**src/rtl/mpeg2_pkg.sv**
```systemverilog
// rtl/mpeg2_pkg.sv - shared frame geometry, address width and issue FSM states
package mpeg2_pkg;

    localparam int FRAME_W = 640;
    localparam int FRAME_H = 480;
    localparam int ADDR_W  = 19;

    typedef enum logic {
        ST_IDLE = 1'b0,
        ST_READ = 1'b1
    } issue_state_t;

    // Saturate an 11-bit coordinate sum to the last valid pixel index.
    function automatic logic [10:0] clamp_coord(input logic [10:0] sum, input int limit);
        logic [10:0] max_c;
        max_c = 11'(limit - 1);
        return (sum > max_c) ? max_c : sum;
    endfunction

endpackage

```
**src/rtl/ref_pixel_server_if.sv**
```systemverilog
// rtl/ref_pixel_server_if.sv - requester and frame-memory signals of the reference pixel server
interface ref_pixel_server_if;

    logic [9:0]                   base_x;
    logic [9:0]                   base_y;
    logic                         base_ld;
    logic [3:0]                   mx;
    logic [3:0]                   my;
    logic                         mreq;
    logic                         m_wait;
    logic                         m_valid;
    logic [7:0]                   mq;
    logic [mpeg2_pkg::ADDR_W-1:0] mem_addr;
    logic                         mem_read;
    logic                         mem_waitrequest;
    logic [7:0]                   mem_readdata;
    logic                         mem_readdatavalid;

    modport slave (
        input  base_x, base_y, base_ld, mx, my, mreq,
        input  mem_waitrequest, mem_readdata, mem_readdatavalid,
        output m_wait, m_valid, mq, mem_addr, mem_read
    );

    modport master (
        output base_x, base_y, base_ld, mx, my, mreq,
        output mem_waitrequest, mem_readdata, mem_readdatavalid,
        input  m_wait, m_valid, mq, mem_addr, mem_read
    );

endinterface

```
**src/rtl/addr_fifo.sv**
```systemverilog
// rtl/addr_fifo.sv - request address queue exposing head, second entry and fill count
module addr_fifo
    import mpeg2_pkg::*;
#(
    parameter int DEPTH = 4,
    parameter int CW    = $clog2(DEPTH) + 1
) (
    input  logic              clk,
    input  logic              reset,
    input  logic              push,
    input  logic [ADDR_W-1:0] push_data,
    input  logic              pop,
    output logic [ADDR_W-1:0] head,
    output logic [ADDR_W-1:0] second,
    output logic [CW-1:0]     count
);

    localparam int PW = $clog2(DEPTH);

    logic [ADDR_W-1:0] mem [DEPTH];
    logic [PW-1:0]     wr_ptr;
    logic [PW-1:0]     rd_ptr;

    always_ff @(posedge clk) begin
        if (push) begin
            mem[wr_ptr] <= push_data;
        end
    end

    always_ff @(posedge clk or posedge reset) begin
        if (reset) begin
            wr_ptr <= '0;
            rd_ptr <= '0;
            count  <= '0;
        end else begin
            if (push) begin
                wr_ptr <= wr_ptr + PW'(1);
            end
            if (pop) begin
                rd_ptr <= rd_ptr + PW'(1);
            end
            count <= count + CW'(push) - CW'(pop);
        end
    end

    // Second entry lets the issuer preload the next address on a pop.
    assign head   = mem[rd_ptr];
    assign second = mem[rd_ptr + PW'(1)];

endmodule

```
**src/rtl/ref_pixel_server.sv**
```systemverilog
// rtl/ref_pixel_server.sv - clamped reference pixel fetch with in-order returns and in-flight limit
module ref_pixel_server #(
    parameter int FRAME_W = mpeg2_pkg::FRAME_W,
    parameter int FRAME_H = mpeg2_pkg::FRAME_H,
    parameter int DEPTH   = 4
) (
    input  logic              clk,
    input  logic              reset,
    ref_pixel_server_if.slave bus
);

    localparam int AW = mpeg2_pkg::ADDR_W;
    localparam int CW = $clog2(DEPTH) + 1;
    localparam int IW = CW + 2;

    mpeg2_pkg::issue_state_t state;

    logic [9:0]    base_x_q;
    logic [9:0]    base_y_q;
    logic [CW-1:0] fifo_count;
    logic [CW-1:0] outstanding;
    logic [CW-1:0] post_count;
    logic [IW-1:0] inflight;
    logic [AW-1:0] push_addr;
    logic [AW-1:0] head_addr;
    logic [AW-1:0] second_addr;
    logic [AW-1:0] next_head;
    logic [10:0]   sum_x;
    logic [10:0]   sum_y;
    logic [10:0]   clamp_x;
    logic [10:0]   clamp_y;
    logic          accept;
    logic          pop;
    logic          ret;

    // A pixel sitting in mq still counts against the limit until its m_valid cycle ends.
    assign inflight   = IW'(fifo_count) + IW'(outstanding) + IW'(bus.m_valid);
    assign bus.m_wait = (inflight >= IW'(DEPTH));

    assign accept = bus.mreq & ~bus.m_wait;
    assign pop    = (state == mpeg2_pkg::ST_READ) & ~bus.mem_waitrequest;
    assign ret    = bus.mem_readdatavalid & (outstanding != '0);

    assign sum_x     = {1'b0, base_x_q} + {7'd0, bus.mx};
    assign sum_y     = {1'b0, base_y_q} + {7'd0, bus.my};
    assign clamp_x   = mpeg2_pkg::clamp_coord(sum_x, FRAME_W);
    assign clamp_y   = mpeg2_pkg::clamp_coord(sum_y, FRAME_H);
    assign push_addr = AW'(clamp_y) * AW'(FRAME_W) + AW'(clamp_x);

    assign post_count = fifo_count + CW'(accept) - CW'(pop);

    // Address at the queue head after this edge, which may be the one being pushed now.
    always_comb begin
        next_head = head_addr;
        if (pop) begin
            next_head = (fifo_count > CW'(1)) ? second_addr : push_addr;
        end else if (fifo_count == '0) begin
            next_head = push_addr;
        end
    end

    addr_fifo #(
        .DEPTH (DEPTH),
        .CW    (CW)
    ) u_addr_fifo (
        .clk       (clk),
        .reset     (reset),
        .push      (accept),
        .push_data (push_addr),
        .pop       (pop),
        .head      (head_addr),
        .second    (second_addr),
        .count     (fifo_count)
    );

    always_ff @(posedge clk or posedge reset) begin
        if (reset) begin
            state        <= mpeg2_pkg::ST_IDLE;
            bus.mem_read <= 1'b0;
            bus.mem_addr <= '0;
            outstanding  <= '0;
        end else begin
            outstanding <= outstanding + CW'(pop) - CW'(ret);
            if (state == mpeg2_pkg::ST_IDLE) begin
                if (accept) begin
                    state        <= mpeg2_pkg::ST_READ;
                    bus.mem_read <= 1'b1;
                    bus.mem_addr <= next_head;
                end
            end else begin
                if (post_count == '0) begin
                    state        <= mpeg2_pkg::ST_IDLE;
                    bus.mem_read <= 1'b0;
                end else begin
                    bus.mem_addr <= next_head;
                end
            end
        end
    end

    always_ff @(posedge clk or posedge reset) begin
        if (reset) begin
            bus.m_valid <= 1'b0;
            bus.mq      <= '0;
            base_x_q    <= '0;
            base_y_q    <= '0;
        end else begin
            bus.m_valid <= ret;
            if (ret) begin
                bus.mq <= bus.mem_readdata;
            end
            if (bus.base_ld && (inflight == '0)) begin
                base_x_q <= bus.base_x;
                base_y_q <= bus.base_y;
            end
        end
    end

endmodule

```
**src/flat_wrapper.sv**
```systemverilog
// flat-port wrapper written by rule: the top's interface ports become plain ports
module ref_pixel_server_flat 
#(
    parameter int FRAME_W = mpeg2_pkg::FRAME_W,
    parameter int FRAME_H = mpeg2_pkg::FRAME_H,
    parameter int DEPTH   = 4
)
  (clk, reset, bus_base_x, bus_base_y, bus_base_ld, bus_mx, bus_my, bus_mreq, bus_mem_waitrequest, bus_mem_readdata, bus_mem_readdatavalid, bus_m_wait, bus_m_valid, bus_mq, bus_mem_addr, bus_mem_read);
  ref_pixel_server_if bus_i ();
  input  logic clk;
  input  logic reset;
  input wire logic [$bits(bus_i.base_x)-1:0] bus_base_x;
  input wire logic [$bits(bus_i.base_y)-1:0] bus_base_y;
  input wire logic [$bits(bus_i.base_ld)-1:0] bus_base_ld;
  input wire logic [$bits(bus_i.mx)-1:0] bus_mx;
  input wire logic [$bits(bus_i.my)-1:0] bus_my;
  input wire logic [$bits(bus_i.mreq)-1:0] bus_mreq;
  input wire logic [$bits(bus_i.mem_waitrequest)-1:0] bus_mem_waitrequest;
  input wire logic [$bits(bus_i.mem_readdata)-1:0] bus_mem_readdata;
  input wire logic [$bits(bus_i.mem_readdatavalid)-1:0] bus_mem_readdatavalid;
  output wire logic [$bits(bus_i.m_wait)-1:0] bus_m_wait;
  output wire logic [$bits(bus_i.m_valid)-1:0] bus_m_valid;
  output wire logic [$bits(bus_i.mq)-1:0] bus_mq;
  output wire logic [$bits(bus_i.mem_addr)-1:0] bus_mem_addr;
  output wire logic [$bits(bus_i.mem_read)-1:0] bus_mem_read;
  assign bus_i.base_x = bus_base_x;
  assign bus_i.base_y = bus_base_y;
  assign bus_i.base_ld = bus_base_ld;
  assign bus_i.mx = bus_mx;
  assign bus_i.my = bus_my;
  assign bus_i.mreq = bus_mreq;
  assign bus_i.mem_waitrequest = bus_mem_waitrequest;
  assign bus_i.mem_readdata = bus_mem_readdata;
  assign bus_i.mem_readdatavalid = bus_mem_readdatavalid;
  assign bus_m_wait = bus_i.m_wait;
  assign bus_m_valid = bus_i.m_valid;
  assign bus_mq = bus_i.mq;
  assign bus_mem_addr = bus_i.mem_addr;
  assign bus_mem_read = bus_i.mem_read;
  ref_pixel_server #(.FRAME_W(FRAME_W), .FRAME_H(FRAME_H), .DEPTH(DEPTH)) u_core (.clk(clk), .reset(reset), .bus(bus_i));
endmodule
```
**config.mk**
```make
export PLATFORM = sky130hd
export DESIGN_NAME = ref_pixel_server_flat
export DESIGN_NICKNAME = d
export VERILOG_FILES = /design/src/rtl/mpeg2_pkg.sv /design/src/rtl/ref_pixel_server_if.sv /design/src/rtl/addr_fifo.sv /design/src/rtl/ref_pixel_server.sv /design/src/flat_wrapper.sv
export SDC_FILE = /design/constraint.sdc
export NUM_CORES = 1
export LEC_CHECK = 0
export CAP_MARGIN = 5
export CORE_MARGIN = 2
export CORE_UTILIZATION = 30
export DETAILED_ROUTE_END_ITERATION = 8
export GPL_ROUTABILITY_DRIVEN = 0
export PLACE_DENSITY = 0.57
export SETUP_SLACK_MARGIN = 0.02
export SLEW_MARGIN = 5
export SYNTH_ARGS = -nofsm -noshare
export SYNTH_HDL_FRONTEND = slang
export SYNTH_SLANG_ARGS = --single-unit
```
**constraint.sdc**
```tcl
create_clock -name clk -period 7.25 [get_ports clk]
set_input_delay 1.0875 -clock clk [delete_from_list [all_inputs] [get_ports clk]]
set_output_delay 1.0875 -clock clk [all_outputs]
set_load 0.02 [all_outputs]
```
==> key figures <==
Clock network
  • CTS root buf: clkbuf_16
  • Post-CTS sizing: 0
  • Clk sinks: 136
  • Clock latency on the worst-skew pair: 0.42 ns
  • Setup bufs post-CTS: 0
  • Num CTS Buffers: 17
  • H-tree levels: 4
  • CTS tree: yes
  • Maximum clock path buffer count: 2
  • Hold-fix buffers, CTS: 0
  • Reg clk slew, reported paths: ~0.060 ns

Worst setup path
  • Worst EP required: 7.53 ns
  • CP Class: in2reg
  • Max FO, Critical Path: 6
  • Arr. time, crit path: 6.22 ns
  • Crit end category: flip-flop
  • Startpoint Class: input port

Global routing
  • Initial antenna violation count: 0
  • Vias in the first global route: 5424
  • GRT Total Usage: between 10 and 15%
  • Global-route wire length before repair: 28920 microns
  • GRT overflow: 0
  • Largest net degree at the start of global routing: 61

Yosys
  • Netlist cell types: 70
  • Adder-cell share of the synthesized area: under 10%
  • Syn Inst Count: 618
  • Yosys reg bits: about 140
  • Top-count cell post-synth: edfxtp_1
  • Synth Area in Simple Gates: 11.41%
  • Mux share of post-synthesis cell area: 13.93%
  • Number of synthesized flops with an enable pin: 76
  • Post-synth top area share: ~29%
  • Cell Area, Synth: 0.007740 sq mm
  • Post-Synth XOR/XNOR Area: 3.508%
  • Largest cells by area after synthesis: edfxtp_1, dfrtp_1, mux4_2
  • Avg Inst Size Synth: between 10 and 15 sq um
  • Ys async rst share: 44.12%
  • Ys Warns: 0
  • Synth Area in Compound Gates: 10.59%
  • Commonest cells in the netlist: edfxtp_1, nand2_1, dfrtp_1
  • Ys flop type: edfxtp_1
  • Post-synthesis sequential area ratio: 48.88%
  • Area leader, netlist: edfxtp_1
  • Largest family of logic cells by synthesized area: multiplexers

Drt
  • Via count: 5194
  • ANT nets after route: 0
  • Met1 WL: 7906 microns
  • Drt pass-1 iters: 4
  • Wire length on met3: 1006 microns
  • 1st-iter DRT viols: 291
  • Via density: 4.970
  • Met2 WL: 8639 microns
  • Post-Route WL: 17710 microns
  • Number of remaining DRC errors: 0
  • Highest metal used: met4
  • Avg WL per Cell: 16.95 microns

Timing
  • Slew Limit Fails: 0
  • Slew margin rel.: 19.78%
  • Setup TNS: 0 ns
  • Fin crit share: 81.95%
  • Worst Tran Pin Value: 1.203 ns
  • Fin. Hold Viols: 0
  • Final worst-path setup slack: 1.308 ns
  • Fmax: 168.3 MHz
  • Worst hold slack: 0.4752 ns
  • Endpoints failing setup: 0
  • RSZ-0062 raised after global routing: no
  • Tmin final: 5.942 ns
  • Clock Skew: 0.009770 ns

Placement
  • Pre-CTS WS: around 0.85 ns
  • Port bufs: just over 70
  • Post-DP HPWL: 12290 microns

Finish
  • Diodes inserted: 0
  • Layout area overhead: 21.53%
  • Nets@finish: 795
  • Share of post-route cells with drive strength above 1: 16.78%
  • Post-layout util: a little under two fifths

Floorplan
  • Die outline area: ~0.027 sq mm
  • Core Rows: a little under 60
  • Core footprint: 0.02525 sq mm
  • Starting Density: 30.65%
  • Die X-Extent: 164.6 microns
  • Die extent in y: between 150 and 200 microns
  • Boundary Pins: slightly above 70

Hold path
  • HP Class: reg2reg

Flow run
  • MaxCap Viol Count: 0

Status
  • Run status: complete, no violations
==> final cells by class <==
class / instances / area, sq um
multi-input cells: 432 / 3755
fillers: 2485 / 15850
flip-flops and latches: 136 / 3786
repair buffers: 83 / 800.8
clock buffers: 21 / 461.7
clock inverters: 11 / 70.07
inverters: 32 / 120.1
well taps: 330 / 412.9
==> worst max-delay path: stages <==
cell and delay (ns):
clkdlybuf4s50_1 0.47, ha_1 0.17, inv_1 0.05, fa_1 0.37, nor2b_1 0.15, o21ai_0 0.18
a2111oi_4 0.37, xor2_1 0.21, a41oi_1 0.26, o21ai_0 0.51, ha_1 0.34, ha_1 0.22
inv_1 0.08, fa_1 0.45, or2_0 0.30, nor3_2 0.26, nand4b_2 0.17, or4_1 0.45
nand2_1 0.13
==> layer usage <==
metal,global-route usage (%),vias up
met5,0,-
met4,4.229,0
met3,3.214,15
met2,23.56,126
met1,18.07,2537
li1,-,2516
==> path summary, 6_finish.rpt <==
check / from / end / slack, ns / depth (start not counted)
setup / recovery: bus_my[0] / u_core.u_addr_fifo.mem[3][18] / 1.31 / 19
max in group asynchronous: reset / u_core.u_addr_fifo.rd_ptr[1] / 5.41 / 3
hold / removal: u_core.bus.mem_addr[9] / u_core.bus.mem_addr[9] / 0.48 / 2
min in group asynchronous: reset / u_core.bus.mem_addr[15] / 1.24 / 3
hold reg to reg: u_core.bus.mem_addr[9] / u_core.bus.mem_addr[9] / 0.48 / 2
setup reg to reg: u_core.u_addr_fifo.count[0] / u_core.bus.mem_addr[18] / 1.85 / 20
==> metrics by stage <==
stage	area, sq um	instances
final	9407	1045
after CTS	9407	1045
after global routing	9407	1045
after global placement	8875	1013
after detailed placement	8875	1013
after floorplan	7747	620
==> registers in the layout (all words and copies together), names as in the netlist <==
register and cells:
u_core.u_addr_fifo.mem 76, u_core.bus.mem_addr 19, u_core.base_x_q 10, u_core.base_y_q 10
u_core.bus.mq 8, u_core.outstanding 3, u_core.u_addr_fifo.count 3, u_core.u_addr_fifo.rd_ptr 2
u_core.u_addr_fifo.wr_ptr 2, u_core.bus.m_valid 1, u_core.bus.mem_read 1, u_core.state 1
==> logic make-up (layout without fill, tap and decap cells) <==
logic type,Yosys count,count (layout)
AOI/OAI and AO/OA,117,117
other,1,3
and+or+nand+nor,172,172
buffers and inverters,52,147
adders and majority gates,51,51
DFF,136,136
xor gates and xnor gates,31,31
muxes,58,58
==> placed cells by master (no fill, tap or decap), types with 6 or more instances in the layout <==
cell / n
xor2_1: 15
a21oi_1: 19
mux4_2: 38
nand3_1: 9
ha_1: 44
and2_1: 6
fa_1: 7
xnor2_1: 16
inv_1: 30
nor2_1: 27
dfrtp_1: 58
buf_4: 12
nor3_1: 10
nand2_1: 69
a31oi_1: 8
o21ai_0: 26
a21o_1: 14
mux2_2: 18
edfxtp_1: 76
clkbuf_16: 18
clkdlybuf4s50_1: 71
or3_1: 7
o22ai_1: 6
Power is not shown: default switching activity piles up to over one toggle a cycle in this logic, so the estimate is an artifact.
